## config.mk

```make
export PLATFORM = sky130hd
export DESIGN_NAME = delay_uart_tx
export DESIGN_NICKNAME = d
export VERILOG_FILES = /design/src/rtl/delay_uart_tx.sv
export SDC_FILE = /design/constraint.sdc
export NUM_CORES = 1
export LEC_CHECK = 0
export BUFFER_PORTS_ARGS = -buffer_cell sky130_fd_sc_hd__buf_4
export CORE_MARGIN = 3
export CORE_UTILIZATION = 45
export CTS_CLUSTER_DIAMETER = 40
export DETAILED_ROUTE_END_ITERATION = 7
export PLACE_DENSITY = 0.62
export REMOVE_ABC_BUFFERS = 1
export SYNTH_ARGS = -nofsm -noshare
export SYNTH_HDL_FRONTEND = slang
export SYNTH_SLANG_ARGS = --single-unit
```

## constraint.sdc

```tcl
create_clock -name clk -period 7.4 [get_ports clk]
set_input_delay 0.74 -clock clk [delete_from_list [all_inputs] [get_ports clk]]
set_output_delay 0.74 -clock clk [all_outputs]
set_load 0.005 [all_outputs]
```

## src/rtl/delay_uart_tx.sv

```systemverilog
// Byte FIFO feeding an 8N1 UART serializer, fed by the delay-line shift register.
// Define DELAY_UART_PARITY_EN to insert an even-parity bit between data and stop.
`timescale 1ns/1ps
module delay_uart_tx #(
  parameter int CLKS_PER_BIT = 16,
  parameter int FIFO_DEPTH   = 4
) (
  input  logic                          clk,
  input  logic                          rst_n,
  input  logic [7:0]                    in_data,
  input  logic                          in_valid,
  output logic                          in_ready,
  output logic                          tx,
  output logic                          busy,
  output logic [$clog2(FIFO_DEPTH):0]   fifo_level
);

  localparam int AW = $clog2(FIFO_DEPTH);
  localparam int LW = AW + 1;
  localparam int BW = $clog2(CLKS_PER_BIT);

  typedef enum logic [2:0] {
    S_IDLE,
    S_START,
    S_DATA,
`ifdef DELAY_UART_PARITY_EN
    S_PARITY,
`endif
    S_STOP
  } state_t;

  // ---------------- FIFO ----------------
  logic [7:0]    mem [FIFO_DEPTH];
  logic [AW-1:0] wr_ptr, rd_ptr;
  logic [LW-1:0] level_d;
  logic          push, pop;
  logic [7:0]    head;

  assign push = in_valid && in_ready;
  assign head = mem[rd_ptr];

  always_comb begin
    level_d = fifo_level;
    case ({push, pop})
      2'b10:   level_d = fifo_level + LW'(1);
      2'b01:   level_d = fifo_level - LW'(1);
      default: level_d = fifo_level;
    endcase
  end

  always_ff @(posedge clk) begin
    if (push) mem[wr_ptr] <= in_data;
  end

  // Ready is precomputed from next level so pop never reaches it combinationally.
  always_ff @(posedge clk or negedge rst_n) begin
    if (!rst_n) begin
      wr_ptr     <= '0;
      rd_ptr     <= '0;
      fifo_level <= '0;
      in_ready   <= 1'b1;
    end else begin
      if (push) wr_ptr <= wr_ptr + AW'(1);
      if (pop)  rd_ptr <= rd_ptr + AW'(1);
      fifo_level <= level_d;
      in_ready   <= (level_d != LW'(FIFO_DEPTH));
    end
  end

  // ---------------- serializer ----------------
  state_t        state, state_d;
  logic [BW-1:0] baud, baud_d;
  logic [2:0]    bit_cnt, bit_d;
  logic [7:0]    shreg, shreg_d;
  logic          tx_d;
  logic          baud_end;
  logic          fifo_nonempty;

  assign baud_end      = (baud == BW'(CLKS_PER_BIT - 1));
  assign fifo_nonempty = (fifo_level != '0);

`ifdef DELAY_UART_PARITY_EN
  logic par, par_d;
`endif

  always_comb begin
    state_d = state;
    baud_d  = baud_end ? '0 : baud + BW'(1);
    bit_d   = bit_cnt;
    shreg_d = shreg;
    pop     = 1'b0;
`ifdef DELAY_UART_PARITY_EN
    par_d   = par;
`endif
    case (state)
      S_IDLE: begin
        baud_d = '0;
        if (fifo_nonempty) begin
          pop     = 1'b1;
          state_d = S_START;
          bit_d   = '0;
          shreg_d = head;
`ifdef DELAY_UART_PARITY_EN
          par_d   = ^head;
`endif
        end
      end
      S_START: begin
        if (baud_end) state_d = S_DATA;
      end
      S_DATA: begin
        if (baud_end) begin
          if (bit_cnt == 3'd7) begin
`ifdef DELAY_UART_PARITY_EN
            state_d = S_PARITY;
`else
            state_d = S_STOP;
`endif
          end else begin
            shreg_d = {1'b0, shreg[7:1]};
            bit_d   = bit_cnt + 3'd1;
          end
        end
      end
`ifdef DELAY_UART_PARITY_EN
      S_PARITY: begin
        if (baud_end) state_d = S_STOP;
      end
`endif
      S_STOP: begin
        // Chain straight into the next start bit when more bytes are queued.
        if (baud_end) begin
          if (fifo_nonempty) begin
            pop     = 1'b1;
            state_d = S_START;
            bit_d   = '0;
            shreg_d = head;
`ifdef DELAY_UART_PARITY_EN
            par_d   = ^head;
`endif
          end else begin
            state_d = S_IDLE;
          end
        end
      end
      default: begin
        state_d = S_IDLE;
        baud_d  = '0;
      end
    endcase

    // Line level is decoded from the next state so tx leaves a flop.
    case (state_d)
      S_START:  tx_d = 1'b0;
      S_DATA:   tx_d = shreg_d[0];
`ifdef DELAY_UART_PARITY_EN
      S_PARITY: tx_d = par;
`endif
      default:  tx_d = 1'b1;
    endcase
  end

  always_ff @(posedge clk or negedge rst_n) begin
    if (!rst_n) begin
      state   <= S_IDLE;
      baud    <= '0;
      bit_cnt <= '0;
      shreg   <= '0;
      tx      <= 1'b1;
      busy    <= 1'b0;
    end else begin
      state   <= state_d;
      baud    <= baud_d;
      bit_cnt <= bit_d;
      shreg   <= shreg_d;
      tx      <= tx_d;
      busy    <= (state_d != S_IDLE);
    end
  end

`ifdef DELAY_UART_PARITY_EN
  always_ff @(posedge clk or negedge rst_n) begin
    if (!rst_n) par <= 1'b0;
    else        par <= par_d;
  end
`endif

endmodule

```

==> results of run 1 <==
## final timing paths
path	to	slack (ns)	depth (start not counted)	from
setup / recovery	in_ready	4.74	11	baud[0]
hold / removal	bit_cnt[1]	0.32	1	rst_n
setup reg to reg	in_ready	4.74	11	baud[0]
hold reg to reg	baud[0]	0.46	1	baud[0]
max in group asynchronous	in_ready	6.76	1	rst_n
min in group clk	baud[0]	0.46	1	baud[0]
## worst register-to-register path, delay by kind of cell (launching register included)
| kind | cells | cell delay [ns] |
|---|---|---|
| adder cells (fa/ha/maj) | 3 | 0.83 |
| buffers and inverters | 1 | 0.06 |
| multiplexers | 1 | 0.32 |
| XOR/XNOR | 2 | 0.35 |
| flip-flops | 1 | 0.37 |
| AND/OR/NAND/NOR | 4 | 0.67 |
## cells in the final DEF, fill, tap and decap left out, drive strengths merged, types with 2 or more instances in the layout
cell type   n
edfxtp     32
dfrtp      26
buf        16
and3       12
nor2       10
clkbuf     10
ha          8
mux4        8
inv         7
a221o       7
xor2        5
xnor2       4
nor3        4
a21oi       3
nand3       3
mux2        3
bufinv      3
clkinv      3
nand4       2
o31ai       2
nand2       2
a22o        2
dfstp       2
o21bai      2
mux2i       2
## synthesized netlist by cell type (2+ instances only)
| master | n |
|---|---|
| a22o_1 | 2 |
| nor2_1 | 10 |
| xnor2_1 | 4 |
| clkbuf_1 | 2 |
| xor2_1 | 5 |
| a21oi_1 | 3 |
| dfrtp_1 | 26 |
| dfstp_2 | 2 |
| buf_6 | 2 |
| and3_1 | 12 |
| nand4_1 | 2 |
| o31ai_1 | 2 |
| nor3_1 | 3 |
| a221o_1 | 7 |
| ha_1 | 8 |
| nand3_1 | 3 |
| mux4_2 | 7 |
| mux2_2 | 3 |
| nand2_1 | 2 |
| edfxtp_1 | 32 |
| inv_1 | 7 |
## per-stage QoR
step / worst slack (ns) / area (um2) / hold WS [ns]
after detailed placement: 4.76 / 2750 / 0.454
after global placement: 4.89 / 2750 / 0.443
final: 4.74 / 2990 / 0.321
after global routing: 4.53 / 2990 / 0.343
after floorplan: 5.04 / 2550 / 0.430
after CTS: 4.73 / 2990 / 0.327
## layer usage
metal | part of all wire (%) | global-route usage (%) | vias up
li1 | - | - | 679
met4 | 1.6 | 7.48 | 0
met2 | 51 | 24.6 | 35
met5 | 0 | 0 | -
met3 | 4.0 | 3.51 | 8
met1 | 43 | 17.9 | 766
## registers in the layout (all words and copies together), names as in the netlist, 2 cells and up
name	cells
bit_cnt	3
mem	32
wr_ptr	2
shreg	8
state	3
rd_ptr	2
fifo_level	3
baud	4
## logic make-up (layout without fill, tap and decap cells)
family	after synthesis	in the layout	synth area share [%]
adders and majority gates	9	9	4.64
DFF	60	60	64.3
buffers and inverters	13	39	2.66
and+or+nand+nor	39	39	8.22
AOI/OAI and AO/OA	22	22	7.35
xor gates and xnor gates	9	9	3.04
muxes	13	13	9.67
other	1	1	0.145
## power groups by stage
stage	clock [mW]	sequential (mW)	combinational, mW
4_1_cts	0.359	0.512	0.261
2_1_floorplan	0	0.497	0.187
3_3_place_gp	0	0.514	0.249
5_1_grt	0.377	0.523	0.284
6_report	0.353	0.511	0.256
3_5_place_dp	0	0.517	0.259
## layout make-up
type                    instances  area, um2  area share, %
flip-flops and latches         60       1660           55.6
well taps                      70       87.6           2.93
inverters                       7       26.3          0.878
clock inverters                 6        113           3.76
clock buffers                  10        128           4.26
repair buffers                 16        120           4.01
multi-input cells              93        856           28.6
==> results by group, run 1 <==
Yosys
  – Top_reg_cell synth: edfxtp_1
  – Post-synth top area cell: edfxtp_1
  – Cell Area, Synth: 2590 um2
  – Largest cells by area after synthesis: edfxtp_1 (37%), dfrtp_1 (25%), mux4_2 (6.1%)
  – #FFs+latches synth: 60
  – Library cells used by synthesis: 43
  – Sequential area share after synthesis: 64.3%
  – Yosys top cell area share: 37.1%
  – Synth warn: 0
  – EDFF count, synth: 32
  – Post-Synthesis Cells: 166
  – Syn_area_per_cell: 15.6 um2
  – Asr flop ratio synth: 46.7%

CTS
  – Clk_lat worst skew: 0.33 ns
  – Clk root buf: clkbuf_8
  – CTS tree: done
  – Clock net sink count: 60
  – Post_cts resized: 0
  – CTS Hold Buffers Added: 0
  – Clk slew on worst S/H paths: 0.07 ns
  – Clk buf depth: 2
  – Setup Fix Bufs, Post-CTS: 0
  – H-tree depth: 3
  – Cts bufs inserted: 9

Floorplan
  – Core box area: 5340 um2
  – Die ar.: 6700 um2
  – Die height: 81.8 um
  – I/O pin total: 17
  – Die Span X: 81.8 um
  – Initial Util: 48.5%
  – Std-Cell Rows: 26

Detailed routing
  – First-pass iteration count of the detailed router: 4
  – Antenna Violating Nets Remaining: 0
  – Avg Vias per Cell: 5.68
  – Drt drc: 0
  – Vias: 1,488
  – Iteration-0 DRC Markers: 77
  – Wirelength per Cell: 17.1 um
  – Drt total wl: 4480 um

Placement
  – Post-detail-place hpwl: 3010 um
  – IO Port Bufs: 16
  – Gpl congestion: 0.804
  – Placed insts: 246

STA
  – Worst Max-Slew Pin Slew: 1.24 ns
  – Final period demand of the worst path: 2.66 ns
  – Clock skew: 0.00875 ns
  – Fmax: 376 MHz
  – Max-slew violations: 0
  – Final worst-path cycle share: 35.9%
  – Setup_tns: 0 ns
  – Slew HR: 16.9%
  – Final Hold Fails: 0
  – Final setup viols: 0
  – RSZ-0062 raised after global routing: false

Pwr
  – Maximum VDD drop: 0.000169 V
  – Clock network fraction of design power: 31.5%
  – Switching share of power: 28.4%
  – Power Density: 374 nW/um2
  – Pleak: 1.24 nW
  – Switching pwr: 0.318 mW
  – Reg power frac: 45.6%
  – Tot Pwr: 1.12 mW
  – Pint: 0.802 mW
  – Logic pwr share: 22.9%

Finish
  – Fin util: 56.1%
  – Layout area overhead: 15.7%
  – Nets@finish: 207
  – Fin cells: 262
  – Diode count: 0
  – Share of cells above drive strength 1: 24.0%
  – Fillers: 427

GRT
  – Overall Global Routing Usage: 14.8%
  – Global-route wire length before repair: 7240 um
  – Pin count of the biggest net entering global routing: 29
  – Grt ovf: 0
  – Initial antenna violation count: 0
  – Number of global-route vias before repair: 1,498

Setup path
  – Worst Path Arrival: 2.91 ns
  – Critical path's largest stage delay: 0.37 ns
  – WP data required: 7.65 ns
  – Startpoint Class: register
  – WP buf/inv: 1
  – Slowest-stage cell, CP: dfrtp_1
  – Crit. End Element: register
  – Maximum fanout along the worst path: 10
  – Worst path cell trace: ha_1 > nand4_1 > mux2i_4 > and2_1 > ha_1 > inv_1 > fa_1 > xor2_1 > nor2_1 > xor2_1 > nand2_1
  – Family with the most delay on the worst path: adder cells
  – Crit Path Category: reg2reg

Flow run
  – # Max-Cap Violations: 0

Min path
  – Worst Hold Class: in2async

Outcome
  – Status: finished, final reports clean
Note: power is estimated with default switching activity, not from simulation.
==> inputs of run 2 (changes only) <==
- ABC_AREA: unset -> 1
- clock period: 7.4 -> 2.62 ns (I/O delays scaled with it)
==> run 2 against run 1 <==
  * Global-route usage down 0.63 points
  * Sequential share of layout area shrank 2.7 points
  * Synthesized area is 4.8% higher
  * Critical path depth rose by 1
  * Maximum frequency increased by 16%
  * Synthesized cell count rose by 51%
  * Count of clock-buffer cells in the layout decreased by 1
  * Power increased to 2.8 times the previous value
  * Non-clock buffer count up 5
  * Critical path type unchanged
  * Critical endpoint unchanged
  * Largest cell class unchanged
==> results by group, run 2 <==
Pwr
  – Logic pwr share: 29.3% (+6.4 points)
  – Pint: 2.06 mW (+160%)
  – Switching share of power: 35.1% (+6.7 points)
  – Switching pwr: 1.12 mW (+250%)
  – Clock network fraction of design power: 25.8% (-5.7 points)
  – Power Density: 1010 nW/um2 (+170%)
  – Maximum VDD drop: 0.000438 V (+160%)
  – Tot Pwr: 3.18 mW (+180%)
  – Pleak: 1.32 nW (+7.1%)
  – Reg power frac: 44.9% (-0.7 points)

Setup path
  – Worst path cell trace: ha_1 > nand2_2 > nor2_4 > nand3_2 > nand2_4 > ha_1 > inv_1 > fa_1 > a21oi_1 > o21ai_0 > xor2_1 > nand2_1
  – Crit Path Category: reg2reg
  – Worst reg-to-reg setup slack: 0.34 ns (-4.41 ns)
  – Crit. End Element: register
  – Family with the most delay on the worst path: adder cells
  – Critical path's largest stage delay: 0.38 ns (about the same)
  – Reg2reg path depth: 12 (+1)
  – Reg2reg end: in_ready
  – Startpoint Class: register
  – WP data required: 2.88 ns (-4.77 ns)
  – Reg-to-Reg Start: baud[0]
  – Cell repeated most along the worst path: ha_1
  – Slowest-stage cell, CP: fa_1
  – WP buf/inv: 1 (unchanged)
  – Worst Path Arrival: 2.55 ns (-0.36 ns)
  – Maximum fanout along the worst path: 10 (unchanged)

CTS
  – Post_cts resized: 0 (unchanged)
  – CTS Hold Buffers Added: 1 (+1)
  – Clock net sink count: 60 (unchanged)
  – CTS tree: done
  – Clk buf depth: 2 (unchanged)
  – Clk root buf: clkbuf_8
  – Setup Fix Bufs, Post-CTS: 0 (unchanged)
  – Clk_lat worst skew: 0.34 ns (about the same)
  – H-tree depth: 3 (unchanged)
  – Clk slew on worst S/H paths: 0.07 ns (about the same)
  – Cts bufs inserted: 9 (unchanged)

Yosys
  – Post-synth top area cell: edfxtp_1
  – Synth warn: 0 (unchanged)
  – EDFF count, synth: 32 (unchanged)
  – Library cells used by synthesis: 30 (-30%)
  – Cell Area, Synth: 2710 um2 (+4.8%)
  – Syn_area_per_cell: 10.9 um2 (-30%)
  – Top_reg_cell synth: edfxtp_1
  – Sequential area share after synthesis: 61.3% (-3.0 points)
  – Yosys top cell area share: 35.4% (-1.7 points)
  – Cell with the most instances after synthesis: nand2_1
  – Post-synth top cells: nand2_1 (47), edfxtp_1 (32), dfrtp_1 (26), nor2_1 (26), nand3_1 (24)
  – Post-Synthesis Cells: 250 (+51%)
  – Largest cells by area after synthesis: edfxtp_1 (35%), dfrtp_1 (24%), nand2_1 (6.5%)
  – Asr flop ratio synth: 46.7% (unchanged)
  – #FFs+latches synth: 60 (unchanged)

GRT
  – Overall Global Routing Usage: 14.1% (-0.63 points)
  – Global-route wire length before repair: 7740 um (+6.9%)
  – Initial antenna violation count: 0 (unchanged)
  – Grt ovf: 0 (unchanged)
  – Number of global-route vias before repair: 1,665 (+11%)
  – Pin count of the biggest net entering global routing: 29 (unchanged)

STA
  – Worst Max-Slew Pin Slew: 0.601 ns (-0.636 ns)
  – Setup_tns: 0 ns (unchanged)
  – Fmax: 438 MHz (+16%)
  – Final worst-path cycle share: 87.1% (+51 points)
  – RSZ-0062 raised after global routing: false
  – Final setup viols: 0 (unchanged)
  – Slew HR: 60.0% (+43 points)
  – Fin Hold WS: 0.124 ns (-0.197 ns)
  – Final Hold Fails: 0 (unchanged)
  – Final period demand of the worst path: 2.28 ns (-0.375 ns)
  – Clock skew: 0.0123 ns (+0.00354 ns)
  – Max-slew violations: 0 (unchanged)
  – Min setup slack post-route: 0.337 ns (-4.41 ns)

Placement
  – Post-detail-place hpwl: 3110 um (+3.3%)
  – Placed insts: 339 (+38%)
  – IO Port Bufs: 16 (unchanged)
  – Gpl congestion: 0.710 (-12%)
  – Pre-CTS setup slack: 0.322 ns (-4.44 ns)
  – Placed cell areas: 2940 um2 (+6.7%)

Min path
  – Hold depth: 1
  – Hold Crit Start: in_data[3]
  – Worst Hold Class: in2reg
  – Hold EP: mem[3][3]

Floorplan
  – Core box area: 5680 um2 (+6.4%)
  – Die ar.: 7000 um2 (+4.5%)
  – I/O pin total: 17 (unchanged)
  – Die Span X: 83.7 um (+2.2%)
  – Initial Util: 47.8% (-0.71 points)
  – Std-Cell Rows: 27 (+3.8%)
  – Die height: 83.7 um (+2.2%)

Detailed routing
  – Wirelength per Cell: 12.9 um (-25%)
  – Avg Vias per Cell: 4.89 (-14%)
  – Drt total wl: 4580 um (+2.2%)
  – Vias: 1,741 (+17%)
  – First-pass iteration count of the detailed router: 4 (unchanged)
  – Iteration-0 DRC Markers: 105 (+36%)
  – Antenna Violating Nets Remaining: 0 (unchanged)
  – Drt drc: 0 (unchanged)

Finish
  – Nets@finish: 299 (+44%)
  – Share of cells above drive strength 1: 22.2% (-1.8 points)
  – Fin util: 55.5% (-0.65 points)
  – Fin area: 3150 um2 (+5.1%)
  – Leading cell type in the layout, fill and taps excluded: nand2_1
  – Most frequent cells in the layout: nand2_1 (47), edfxtp_1 (32), nor2_1 (26), dfrtp_1 (26), nand3_1 (24)
  – Top Registers: mem x32, shreg x8, baud x4
  – Layout area overhead: 16.0%
  – Number of flip-flops in the largest register: 32 (unchanged)
  – Most flop-heavy register: mem
  – Fin cells: 356 (+36%)
  – Diode count: 0 (unchanged)

Flow run
  – # Max-Cap Violations: 0 (unchanged)

Outcome
  – Status: finished, final reports clean
run 2: layout make-up:
cell class / count / area [um2]
clock buffer: 9 / 124
timing repair buffer: 21 / 160
multi-input combinational: 165 / 952
clock inverter: 7 / 75.1
sequential: 60 / 1660
fill: 502 / 2530
tap: 72 / 90.1
inverter: 22 / 82.6
run 2: layer usage:
layer	wire (um)	vias to the layer above	track usage, %
li1	-	895	-
met1	2210	815	18.4
met2	2130	22	21.7
met3	129	9	2.96
met4	110	0	8.33
met5	0	-	0
run 2: kinds of logic after synthesis:
family                     share of synthesized area [%]
buffers and inverters                               3.60
adders and majority gates                           4.43
other                                              0.138
AOI/OAI and AO/OA                                   5.67
DFF                                                 61.3
xor gates and xnor gates                            1.94
and+or+nand+nor                                     22.9
run 2: how the worst max path moves through the flow:
| stage | from | end | slack [ns] | depth (start not counted) |
|---|---|---|---|---|
| finish | baud[0] | in_ready | 0.34 | 12 |
| global route | baud[0] | in_ready | 0.16 | 12 |
| CTS | baud[0] | in_ready | 0.31 | 12 |
| detailed placement | baud[0] | in_ready | 0.32 | 12 |
| global placement | baud[0] | in_ready | 0.42 | 12 |
| floorplan | baud[0] | in_ready | 0.55 | 12 |
run 2: power by group through the flow:
stage	logic (mW)	registers, mW	clock network, mW
6_report	0.934	1.43	0.820
5_1_grt	1.07	1.46	0.877
4_1_cts	0.958	1.43	0.840
3_5_place_dp	0.954	1.45	0
3_3_place_gp	0.936	1.44	0
2_1_floorplan	0.662	1.40	0
==> inputs of run 3 (changes only) <==
- ABC_AREA: 1 -> unset
- SETUP_SLACK_MARGIN: unset -> 0.4
==> run 3 against run 2 <==
  * Count of clock-buffer cells in the layout increased by 3
  * Maximum frequency increased by 0.92%
  * Largest cell class unchanged
  * Critical endpoint unchanged
  * Largest power group unchanged
  * Clock power decreased by 8.8%
  * Non-clock buffer count increased by 8
  * Global-route usage increased by 1.5 points
  * Via count decreased by 15%
  * Worst hold slack improved by 0.012 ns
==> results by group, run 3 (synthesis gave the netlist of run 1 again) <==
Floorplan
  – I/O pin total: 17 (unchanged)
  – Die height: 81.8 um (-2.2%)
  – Std-Cell Rows: 26 (-3.7%)
  – Core box area: 5340 um2 (-6.0%)
  – Die Span X: 81.8 um (-2.2%)
  – Initial Util: 48.5% (+0.71 points)
  – Die ar.: 6700 um2 (-4.3%)

Finish
  – Layout area overhead: 18.2%
  – Fillers: 434 (-14%)
  – Most frequent cells in the layout: edfxtp_1 (32), buf_4 (28), dfrtp_1 (26), and3_1 (12)
  – Fin cells: 274 (-23%)
  – Diode count: 0 (unchanged)
  – Nets@finish: 220 (-26%)
  – Share of cells above drive strength 1: 29.4% (+7.2 points)
  – Fin util: 57.4% (+1.9 points)
  – Fin area: 3060 um2 (-2.8%)
  – Most flop-heavy register: mem
  – Number of flip-flops in the largest register: 32 (unchanged)
  – Leading cell type in the layout, fill and taps excluded: edfxtp_1
  – Top Registers: mem x32, shreg x8, baud x4

STA
  – Clock skew: 0.00871 ns (-0.00359 ns)
  – Final setup viols: 0 (unchanged)
  – RSZ-0062 raised after global routing: true
  – Setup_tns: 0 ns (unchanged)
  – Max-slew violations: 0 (unchanged)
  – Worst Max-Slew Pin Slew: 0.572 ns (-0.0291 ns)
  – Slew HR: 61.9% (+1.9 points)
  – Final worst-path cycle share: 86.3% (-0.79 points)
  – Min setup slack post-route: 0.358 ns (+0.0208 ns)
  – Fmax: 442 MHz (+0.92%)
  – Final Hold Fails: 0 (unchanged)
  – Fin Hold WS: 0.136 ns (+0.0120 ns)
  – Final period demand of the worst path: 2.26 ns (-0.0208 ns)

Pwr
  – Power Density: 969 nW/um2 (-4.1%)
  – Tot Pwr: 2.97 mW (-6.8%)
  – Switching share of power: 29.0% (-6.1 points)
  – Pleak: 1.27 nW (-4.2%)
  – Pint: 2.11 mW (+2.0%)
  – Maximum VDD drop: 0.000560 V (+28%)
  – Switching pwr: 0.861 mW (-23%)
  – Reg power frac: 48.2% (+3.3 points)
  – Logic pwr share: 26.6% (-2.7 points)
  – Clock network fraction of design power: 25.2% (-0.6 points)

Min path
  – Worst Hold Class: in2reg

GRT
  – Overall Global Routing Usage: 15.7% (+1.5 points)
  – Grt ovf: 0 (unchanged)
  – M2 GR Usage: 26.7% (+5.0 points)
  – GRT busiest layer: met2
  – Pin count of the biggest net entering global routing: 29 (unchanged)
  – Met1 Use GR: 17.7% (-0.79 points)
  – Initial antenna violation count: 0 (unchanged)
  – Number of global-route vias before repair: 1,545 (-7.2%)
  – Global-route wire length before repair: 7440 um (-3.9%)
  – Met3 Use GR: 6.14% (+3.2 points)

CTS
  – Clk_lat worst skew: 0.33 ns (about the same)
  – Clk buf depth: 2 (unchanged)
  – Clk slew on worst S/H paths: 0.06 ns (about the same)
  – H-tree depth: 3 (unchanged)
  – Cts bufs inserted: 9 (unchanged)
  – Clock net sink count: 60 (unchanged)
  – CTS tree: done
  – Clk root buf: clkbuf_8

Setup path
  – WP data required: 2.87 ns (about the same)
  – Reg2reg path depth: 11 (-1)
  – Worst reg-to-reg setup slack: 0.36 ns (+0.02 ns)
  – Slowest-stage cell, CP: dfrtp_1
  – Startpoint Class: register
  – CP Launch Point: baud[0]
  – Maximum fanout along the worst path: 3 (-7)
  – Reg-to-Reg Start: baud[0]
  – Worst path cell trace: ha_4 > nand4_1 > mux2i_4 > and2_4 > ha_4 > inv_2 > fa_2 > xor2_1 > nor2_1 > xor2_1 > nand2_1
  – Reg2reg end: in_ready
  – Crit path to: in_ready
  – Worst Path Arrival: 2.51 ns (-0.04 ns)
  – Crit. End Element: register
  – Crit Path Category: reg2reg
  – Critical path's largest stage delay: 0.39 ns (about the same)

Detailed routing
  – Drt drc: 0 (unchanged)
  – Iteration-0 DRC Markers: 71 (-32%)
  – Avg Vias per Cell: 5.39 (+10%)
  – First-pass iteration count of the detailed router: 4 (unchanged)
  – Vias: 1,478 (-15%)
  – Drt total wl: 4530 um (-1.0%)
  – Antenna Violating Nets Remaining: 0 (unchanged)
  – Wirelength per Cell: 16.5 um (+29%)

Placement
  – Placed insts: 250 (-26%)
  – Placed cell areas: 2780 um2 (-5.3%)
  – IO Port Bufs: 16 (unchanged)
  – Post-detail-place hpwl: 3040 um (-2.1%)
  – Gpl congestion: 0.873 (+23%)
  – Pre-CTS setup slack: 0.125 ns (-0.197 ns)

Outcome
  – Status: finished, final reports clean

Flow run
  – # Max-Cap Violations: 0 (unchanged)
==> run 3: cell count changes in the layout (fill, tap and decap cells not counted), moves of 5 or more <==
| cell | change |
|---|---|
| nand2_1 | -45 |
| nand3_1 | -21 |
| nor2_1 | -17 |
| o21ai_0 | -16 |
| and3_1 | +12 |
| inv_1 | -12 |
| buf_4 | +8 |
| a221o_1 | +7 |
| mux4_2 | +7 |
| nand3_2 | -6 |
| nand2_2 | -5 |
| nor2_4 | -5 |
| o22ai_1 | -5 |
==> run 3: per-layer routing <==
| layer | vias to the layer above | share of wire, % |
|---|---|---|
| met4 | 0 | 1.6 |
| li1 | 696 | - |
| met3 | 10 | 3.8 |
| met5 | - | 0 |
| met1 | 744 | 42 |
| met2 | 28 | 52 |
==> run 3: worst min-delay path by stage <==
stage	startpoint	to	slack [ns]	depth (start not counted)
floorplan	rst_n	baud[0]	-0.03	0
global placement	rst_n	bit_cnt[0]	0.19	1
detailed placement	rst_n	bit_cnt[1]	0.20	1
CTS	in_data[7]	mem[1][7]	0.11	1
global route	in_data[6]	mem[0][6]	0.11	1
finish	in_data[6]	mem[2][6]	0.14	1
==> run 3: critical path: cells and delay by family, from the launching register on <==
kind / cells / cell delay, ns
xor gates and xnor gates: 2 / 0.36
adders and majority gates: 3 / 0.60
buffers and inverters: 1 / 0.03
DFF: 1 / 0.39
muxes: 1 / 0.21
and+or+nand+nor: 4 / 0.59
==> run 3: area by class of cell <==
type,count,area [um2],area share [%]
Sequential cell,60,1660,54.4
Inverter,7,26.3,0.859
Multi-Input combinational cell,93,888,29.0
Timing Repair Buffer,29,220,7.20
Tap cell,70,87.6,2.86
Clock buffer,12,135,4.42
Clock inverter,3,38.8,1.27
==> run 3: repair_timing <==
item                                   CTS  global route
buffers inserted                         3             5
hold buffers                             1             0
pin swaps                                3             3
endpoints found under the hold margin   26             0
setup endpoints to repair                3             2
resized for setup                        7             1
==> run 3: power groups by stage <==
stage	combinational, mW	clock, mW	sequential [mW]
after floorplan	0.527	0	1.40
after global placement	0.723	0	1.44
after detailed placement	0.753	0	1.45
after CTS	0.785	0.766	1.44
after global routing	0.876	0.822	1.46
final	0.789	0.748	1.43
